$ cat src/rtl/fanout_fork_pkg.sv
// Purpose: shared types and default sizing for the fanout fork.
// Latency: n/a (declarations only).
// Backpressure: n/a.
package fanout_fork_pkg;

  // Fork discipline: LAZY offers a token only when every active branch is
  // ready; EAGER lets each branch take it as soon as that branch is ready.
  typedef enum logic {
    LAZY  = 1'b0,
    EAGER = 1'b1
  } fork_mode_e;

  localparam int DEF_NUM_CH = 9;
  localparam int DEF_DATA_W = 17;
  localparam int DEF_CNT_W  = 16;

endpackage

$ cat src/rtl/fanout_fork_ch.sv
// Purpose: one fork branch; active mask, branch valid, ready term, served flag.
// Latency: combinational valid/ready; served flag updates on the next enabled edge.
// Backpressure: a not-ready active branch pulls its ready term low, stalling upstream.
//
// Ports: clk/rst_n/clk_en/flush control the served flag; en/sel form the
// branch activity; mode picks LAZY/EAGER; in_valid, all_rdy and accept come
// from the top; out_ready/out_valid are this branch's handshake; rdy_term is
// this branch's contribution to the upstream ready AND-reduction.
module fanout_fork_ch
  import fanout_fork_pkg::*;
(
  input  logic       clk,
  input  logic       rst_n,
  input  logic       clk_en,
  input  logic       flush,
  input  logic       en,
  input  logic       sel,
  input  fork_mode_e mode,
  input  logic       in_valid,
  input  logic       all_rdy,
  input  logic       accept,
  input  logic       out_ready,
  output logic       out_valid,
  output logic       rdy_term
);

  logic act;
  logic done;
  logic done_eff;
  logic fire;

  assign act = en & sel;

  // A stale served flag left over from EAGER must not count while in LAZY;
  // it is cleared on the next enabled edge anyway.
  assign done_eff = (mode == EAGER) & done;

  // Inactive branches never block; a served branch no longer needs ready.
  assign rdy_term = ~act | done_eff | out_ready;

  always_comb begin
    out_valid = 1'b0;
    if (rst_n) begin
      if (mode == EAGER) out_valid = in_valid & act & ~done;
      else               out_valid = in_valid & act & all_rdy;
    end
  end

  assign fire = out_valid & out_ready;

  always_ff @(posedge clk) begin
    if (!rst_n) begin
      done <= 1'b0;
    end else if (clk_en) begin
      if (flush || accept || (mode == LAZY)) done <= 1'b0;
      else                                   done <= done | fire;
    end
  end

endmodule

$ cat src/rtl/fanout_fork.sv
// Purpose: broadcast one upstream stream to NUM_CH branches, counting accepted tokens.
// Latency: zero-cycle data/valid/ready path; token counter updates on the accept edge.
// Backpressure: upstream ready only when every active branch has taken or can take the token.
//
// Ports: clk, rst_n (sync, active-low), clk_en (global hold), flush (clear
// fork state and counter); cfg_en/cfg_sel/cfg_mode select branches and
// discipline; in_data/in_valid/in_ready upstream; out_data/out_valid/out_ready
// downstream; tok_cnt saturating count of accepted tokens.
module fanout_fork
  import fanout_fork_pkg::*;
#(
  parameter int NUM_CH = DEF_NUM_CH,
  parameter int DATA_W = DEF_DATA_W,
  parameter int CNT_W  = DEF_CNT_W
) (
  input  logic              clk,
  input  logic              rst_n,
  input  logic              clk_en,
  input  logic              flush,
  input  logic [NUM_CH-1:0] cfg_en,
  input  logic [NUM_CH-1:0] cfg_sel,
  input  logic              cfg_mode,
  input  logic [DATA_W-1:0] in_data,
  input  logic              in_valid,
  output logic              in_ready,
  output logic [DATA_W-1:0] out_data,
  output logic [NUM_CH-1:0] out_valid,
  input  logic [NUM_CH-1:0] out_ready,
  output logic [CNT_W-1:0]  tok_cnt
);

  localparam logic [CNT_W-1:0] CNT_MAX = '1;

  fork_mode_e        mode;
  logic [NUM_CH-1:0] rdy_term;
  logic              all_rdy;
  logic              accept;

  assign mode     = fork_mode_e'(cfg_mode);
  assign out_data = in_data;

  // With no active branch the AND-reduction is 1, so tokens drain and are counted.
  assign all_rdy  = &rdy_term;
  assign in_ready = rst_n & all_rdy;
  assign accept   = in_valid & in_ready;

  for (genvar i = 0; i < NUM_CH; i++) begin : g_ch
    fanout_fork_ch u_ch (
      .clk       (clk),
      .rst_n     (rst_n),
      .clk_en    (clk_en),
      .flush     (flush),
      .en        (cfg_en[i]),
      .sel       (cfg_sel[i]),
      .mode      (mode),
      .in_valid  (in_valid),
      .all_rdy   (all_rdy),
      .accept    (accept),
      .out_ready (out_ready[i]),
      .out_valid (out_valid[i]),
      .rdy_term  (rdy_term[i])
    );
  end

  always_ff @(posedge clk) begin
    if (!rst_n) begin
      tok_cnt <= '0;
    end else if (clk_en) begin
      if (flush)                              tok_cnt <= '0;
      else if (accept && (tok_cnt != CNT_MAX)) tok_cnt <= tok_cnt + CNT_W'(1);
    end
  end

endmodule

$ cat config.mk
export PLATFORM = sky130hd
export DESIGN_NAME = fanout_fork
export DESIGN_NICKNAME = d
export VERILOG_FILES = /design/src/rtl/fanout_fork_pkg.sv /design/src/rtl/fanout_fork_ch.sv /design/src/rtl/fanout_fork.sv
export SDC_FILE = /design/constraint.sdc
export NUM_CORES = 1
export LEC_CHECK = 0
export CAP_MARGIN = 20
export CORE_MARGIN = 5
export CORE_UTILIZATION = 38
export CTS_BUF_LIST = sky130_fd_sc_hd__clkbuf_8
export CTS_CLUSTER_SIZE = 8
export DETAILED_ROUTE_END_ITERATION = 10
export PLACE_DENSITY = 0.77
export REMOVE_ABC_BUFFERS = 1
export SLEW_MARGIN = 10
export SYNTH_ARGS = -nofsm -noshare
export SYNTH_HDL_FRONTEND = slang
export SYNTH_HIERARCHICAL = 1
export SYNTH_SLANG_ARGS = --single-unit
$ cat constraint.sdc
create_clock -name clk -period 1.81 [get_ports clk]
set_input_delay 0.181 -clock clk [delete_from_list [all_inputs] [get_ports clk]]
set_output_delay 0.181 -clock clk [all_outputs]
set_load 0.03 [all_outputs]
==> results.md, run 1 <==
* CTS Root Cell: clkbuf_8
* IO buf count at 58
* Clk sinks at 25
* R2r setup slk at -0.22 ns
* Switching pwr at 0.405 mW
* FMAX at 480 MHz
* Switch share at 30.6%
* Via count at 2424
* Reg power frac at 41.7%
* # DRC at 0
* Vias/cell at 5.64
* Power share of the clock group at 27.0%
* Top cell type by total area after synthesis: dfxtp_1
* Worst-path clk slew at 0.10 ns
* DRT antenna net count at 0
* Mapped Area at 1970 um^2
* Area delta synth->final at 73.3%
* Initial antenna violation count at 0
* Worst-path maximum fanout at 5
* Final setup fails at 35
* Worst Hold Class: in2out
* Synth cell types at 46
* Kind of cell adding the most delay to the critical path: compound AO/OA/AOI/OAI gates
* Drt first pass iters at 5
* Number of max-cap violations at 0
* Overall routed net length at 7230 um
* Synth Instances at 249
* H-tree levels at 1
* Final setup margin at -0.273 ns
* Number of synthesized flops with an enable pin at 0
* DP HPWL at 4910 um
* Dpl ws at -0.798 ns
* Async SR Flop Fraction at 0%
* Vias in the first global route at 2420
* Routed length per instance at 16.8 um
* Die width at 82.0 um
* I/O Pins at 93
* Clock buffer count from CTS at 3
* # rows at 26
* Clock skew at 0.00721 ns
* Final #Nets at 412
* Post-route cell area at 3420 um^2
* P_leak at 1.48 nW
* DR iter-0 viols at 130
* Yosys reg bits at 25
* Yosys top cell area share at 25.4%
* Yosys warns at 6
* # diodes at 0
* Initial Util at 38.8%
* Period Utilization, post-route at 115%
* Die height at 82.0 um
* Crit path cell chain: a211o_2, nand4_1, nor3_4, buf_6, o211ai_1, a211oi_2, buf_4
* Total Routing Usage GR at 21.9%
* Slowest cell on crit path: dfxtp_2
* Most common library cells after synthesis: nand2_1 (39), dfxtp_1 (25), buf_4 (18)
* Core ar. at 5070 um^2
* CP required at 1.63 ns
* Crit path arrival time at 1.90 ns
* Peak VDD IR at 0.276 mV
* CTS tree: yes
* Largest net degree at the start of global routing at 44
* Power Total at 1.32 mW
* Post-DP Area at 2930 um^2
* Fin crit period at 2.08 ns
* Worst setup EP type: output port
* Outcome: complete, but fails checks
* Mean Syn Cell Area at 7.91 um^2
* Full die area at 6730 um^2
* Crit path buf inv count at 2
* Violated checks: negative setup slack
* Logic pwr share at 31.3%
* Slew Viols, Final at 0
* Most common cell in the synthesized netlist: nand2_1
* Setup crit start kind: flip-flop
* Clock latency on the worst-skew pair at 0.28 ns
* Seq/Total Area, Yosys at 25.4%
* Share of layout cells above drive strength 1 at 40.0%
* Fin. Hold Viols at 0
* Global-route wire length before repair at 11400 um
* Area contributors post-synth: dfxtp_1 (25%), nand2_1 (7.4%), buf_4 (6.9%), a211o_2 (4.6%), o211a_1 (4.6%)
* RSZ-0062 raised after global routing: true
* Worst slew pin tran at 0.486 ns
* Final GP Congestion at 0.932
* Power Density at 388 nW/um^2
* Clock Tree Buf Depth at 2
* Grt ovf at 0
* Max-slew headroom at 67.4%
* Hold_buf cts at 0
* Pint at 0.918 mW
* Prevailing post-synth register cell: dfxtp_1
* Biggest cell delay along the critical path at 0.36 ns
* Crit path kind: reg2out
-- worst register-to-register path, cell delays in order, from the launching register on --
cell	delay, ns
dfxtp_2	0.36
a211o_2	0.13
nand4_1	0.15
or4_4	0.64
nor2_4	0.15
buf_6	0.12
o21a_1	0.15
buf_12	0.13
o211ai_1	0.09
-- cells by family after synthesis --
group / share of synthesized area [%]
compound gates: 29.1
fa+ha+maj: 0.635
flops: 25.4
buf+inv: 10.7
mux: 1.52
simple gates: 32.6
-- worst paths after layout --
path,start,end,cells after the start
worst min-delay path,in_data[0],out_data[0],0
worst max register to register,g_ch[4].u_ch/done,tok_cnt[15],8
worst max-delay path,g_ch[4].u_ch/done,out_valid[4],7
worst min register to register,tok_cnt[12],tok_cnt[12],2
-- flip-flops by register name (all words and copies together) (netlist names) --
name,flops
tok_cnt,16
g_ch.u_ch/done,9
-- per-layer routing --
layer  part of all wire [%]  GRT usage [%]
met1                     41           25.7
met2                     49           37.8
met3                    7.5           5.81
met4                    1.8           8.31
met5                      0              0
-- layout by cell type (no fill, tap or decap), drive strengths merged, types with 2 or more instances in the layout --
| cell | Yosys | routed |
|---|---|---|
| buf | 19 | 81 |
| nand2 | 39 | 39 |
| clkdlybuf4s50 | 0 | 29 |
| dfxtp | 25 | 25 |
| inv | 15 | 15 |
| dlygate4sd2 | 0 | 13 |
| nor3 | 12 | 12 |
| o21ai | 11 | 11 |
| nor2 | 11 | 11 |
| o211ai | 10 | 10 |
| a211oi | 10 | 10 |
| o211a | 9 | 9 |
| a211o | 9 | 9 |
| o31ai | 9 | 9 |
| nand4 | 7 | 7 |
| nand3 | 6 | 6 |
| a21oi | 5 | 5 |
| dlymetal6s2s | 0 | 5 |
| nor4b | 5 | 5 |
| nand2b | 4 | 4 |
| nor4 | 4 | 4 |
| clkbuf | 4 | 4 |
| and4 | 3 | 3 |
| nor2b | 3 | 3 |
| mux2i | 3 | 3 |
| and4b | 3 | 3 |
| o21a | 2 | 2 |
| nand3b | 2 | 2 |
| a41oi | 2 | 2 |
| a21boi | 2 | 2 |
| and3 | 2 | 2 |
| a31oi | 2 | 2 |
| and2 | 2 | 2 |
-- stage by stage --
step | setup TNS, ns | hold slack (ns) | std cells | utilization (%)
finish | -6.26 | 0.362 | 430 | 67.3
global route | -8.55 | 0.362 | 430 | 67.3
CTS | -6.11 | 0.362 | 428 | 65.6
global placement | -18.84 | 0.362 | 412 | 57.8
detailed placement | -20.80 | 0.362 | 412 | 57.8
floorplan | -7.75 | 0.292 | 226 | -
-- power groups by stage --
stage / registers (mW) / clock network (mW) / logic [mW]
finish: 0.552 / 0.358 / 0.414
global route: 0.552 / 0.387 / 0.438
CTS: 0.552 / 0.362 / 0.388
detailed placement: 0.565 / 0 / 0.307
global placement: 0.564 / 0 / 0.300
floorplan: 0.565 / 0 / 0.0951
-- cell type report --
| type | instances | area [um^2] |
|---|---|---|
| clock buffers | 3 | 41.3 |
| clock inverters | 1 | 5.00 |
| fillers | 428 | 1660 |
| inverters | 15 | 61.3 |
| multi-input cells | 186 | 1510 |
| flip-flops and latches | 25 | 508 |
| well taps | 70 | 87.6 |
| repair buffers | 130 | 1200 |
-- timing repair --
action,in CTS,in global routing
setup buffers,10,3
gates resized for setup,79,25
gates cloned,2,0
pin swaps,42,12
endpoints found under the setup margin,35,35
Note: power is estimated with default switching activity, not from simulation.
==> run 2: changes to the inputs <==
CORE_UTILIZATION = 37   (was 38)
CTS_BUF_LIST = sky130_fd_sc_hd__clkbuf_16   (was sky130_fd_sc_hd__clkbuf_8)
PLACE_DENSITY = 0.75   (was 0.77)
TNS_END_PERCENT = 30   (was not set)
==> results.md, run 2 (synthesis gave the netlist of run 1 again) <==
* Clock Tree Buf Depth at 2 (unchanged)
* Switching pwr at 0.420 mW (+3.5%)
* Via count at 2478 (+2.2%)
* # DRC at 0 (unchanged)
* Clock skew at 0.00330 ns (-0.00391 ns)
* Setup crit start kind: flip-flop
* CTS tree: yes
* Initial Util at 38.3% (-0.49 points)
* # rows at 26 (unchanged)
* Post-DP Area at 2890 um^2 (-1.5%)
* Slew Viols, Final at 0 (unchanged)
* Hold path start: in_data[0]
* Power Density at 438 nW/um^2 (+13%)
* Violated checks: negative setup slack
* DP HPWL at 4800 um (-2.2%)
* Drt first pass iters at 5 (unchanged)
* Final setup margin at -0.265 ns (+0.00830 ns)
* Biggest cell delay along the critical path at 0.33 ns (-0.03 ns)
* CP required at 1.63 ns (about the same)
* Share of layout cells above drive strength 1 at 38.5% (-1.5 points)
* Post-route cell area at 3370 um^2 (-1.2%)
* Worst-path clk slew at 0.07 ns (-0.03 ns)
* Reg power frac at 37.3% (-4.4 points)
* Clock buffer count from CTS at 3 (unchanged)
* Crit path cell chain: a211o_2, nand4_1, nor3_4, buf_6, o211ai_1, a211oi_2, buf_4
* R2r setup slk at -0.25 ns (-0.03 ns)
* Vias/cell at 5.68 (+0.82%)
* I/O Pins at 93 (unchanged)
* Reg2reg start: g_ch[5].u_ch/done
* FF+latch area at 508 um^2 (unchanged)
* Largest register FFs at 16 (unchanged)
* Fill cells at 416 (-2.8%)
* Kind of cell adding the most delay to the critical path: compound AO/OA/AOI/OAI gates
* Core ar. at 5140 um^2 (+1.3%)
* Outcome: complete, but fails checks
* RSZ-0062 raised after global routing: true
* Slowest cell on crit path: dfxtp_2
* Area delta synth->final at 71.2%
* Number of max-cap violations at 0 (unchanged)
* Clk sinks at 25 (unchanged)
* Largest net degree at the start of global routing at 44 (unchanged)
* Worst setup EP type: output port
* Crit path buf inv count at 2 (unchanged)
* Clock latency on the worst-skew pair at 0.26 ns (-0.02 ns)
* CTS Root Cell: clkbuf_16
* DR iter-0 viols at 229 (+76%)
* Logic pwr share at 27.2% (-4.1 points)
* Routed length per instance at 17.4 um (+3.6%)
* Largest registers: tok_cnt: 16 flops, g_ch.u_ch/done: 9 flops
* Grt ovf at 0 (unchanged)
* Vias in the first global route at 2423 (+0.12%)
* Crit path kind: reg2out
* Pint at 1.06 mW (+15%)
* Peak VDD IR at 0.355 mV (+28%)
* # diodes at 0 (unchanged)
* Power share of the clock group at 35.5% (+8.5 points)
* Power Total at 1.48 mW (+12%)
* Global-route wire length before repair at 11400 um (about the same)
* Overall routed net length at 7590 um (+5.0%)
* Final #Nets at 418 (+1.5%)
* Die width at 83.0 um (+1.2%)
* Final GP Congestion at 0.871 (-6.6%)
* Critical path origin: g_ch[5].u_ch/done
* Total Routing Usage GR at 19.9% (-2.0 points)
* Fin crit period at 2.08 ns (-0.00830 ns)
* Worst Hold Class: in2out
* Hold_buf cts at 0 (unchanged)
* Largest Register: tok_cnt
* IO buf count at 58 (unchanged)
* Worst slew pin tran at 0.442 ns (-0.0441 ns)
* Area of the multi-input gates at 1430 um^2 (-5.6%)
* Initial antenna violation count at 0 (unchanged)
* Final setup fails at 35 (unchanged)
* H-tree levels at 1 (unchanged)
* Period Utilization, post-route at 115% (-0.46 points)
* Max-slew headroom at 70.3% (+3.0 points)
* Fin. Hold Viols at 0 (unchanged)
* Crit path arrival time at 1.89 ns (about the same)
* Die height at 83.0 um (+1.2%)
* Worst-path maximum fanout at 6 (+1)
* Util after Layout at 65.7% (-1.7 points)
* P_leak at 1.48 nW (-0.40%)
* DRT antenna net count at 0 (unchanged)
* FMAX at 482 MHz (+0.40%)
* Most common cell after layout, fill and taps aside: buf_4
* Switch share at 28.4% (-2.2 points)
* Most frequent cells in the layout: buf_4 (78), nand2_1 (34), clkdlybuf4s50_1 (29), dfxtp_1 (19), dlygate4sd2_1 (16)
* Full die area at 6890 um^2 (+2.4%)
==> run 2: worst paths after layout <==
check | depth (start not counted) | end
worst max-delay path | 7 | out_valid[4]
worst min-delay path | 0 | out_data[0]
worst max register to register | 7 | tok_cnt[11]
worst min register to register | 2 | tok_cnt[4]
==> run 2: layout make-up <==
class                           instances  area share, %
Multi-Input combinational cell        186           42.2
Timing Repair Buffer                  136           35.9
Sequential cell                        25           15.1
Tap cell                               70           2.60
Clock buffer                            3           2.22
Inverter                               15           1.74
Clock inverter                          1          0.222
==> run 2: metal layers <==
layer	part of all wire (%)	vias to the layer above	GRT usage (%)
li1	-	1169	-
met1	39	1156	23.1
met2	50	134	33.9
met3	8.9	19	6.53
met4	2.1	0	7.13
met5	0	-	0
==> run 2: per-stage QoR <==
| stage | cells | TNS, ns | hold WS, ns | setup WS [ns] |
|---|---|---|---|---|
| 3_5_place_dp | 408 | -20.69 | 0.362 | -0.755 |
| 3_3_place_gp | 408 | -19.42 | 0.362 | -0.689 |
| 4_1_cts | 430 | -5.62 | 0.362 | -0.240 |
| 2_1_floorplan | 226 | -7.75 | 0.292 | -0.511 |
| 5_1_grt | 436 | -8.36 | 0.362 | -0.344 |
| 6_report | 436 | -6.43 | 0.362 | -0.265 |
==> run 2: power groups by stage <==
| stage | clock, mW | sequential, mW | combinational (mW) |
|---|---|---|---|
| finish | 0.524 | 0.552 | 0.402 |
| CTS | 0.534 | 0.551 | 0.350 |
| floorplan | 0 | 0.565 | 0.0951 |
| global route | 0.553 | 0.552 | 0.422 |
| detailed placement | 0 | 0.565 | 0.304 |
| global placement | 0 | 0.565 | 0.299 |
==> run 2: timing repair <==
action / CTS / global route
setup buffers: 17 / 6
gates resized for setup: 44 / 34
cloned: 1 / 0
setup endpoints to repair: 35 / 35
pin swaps: 41 / 14
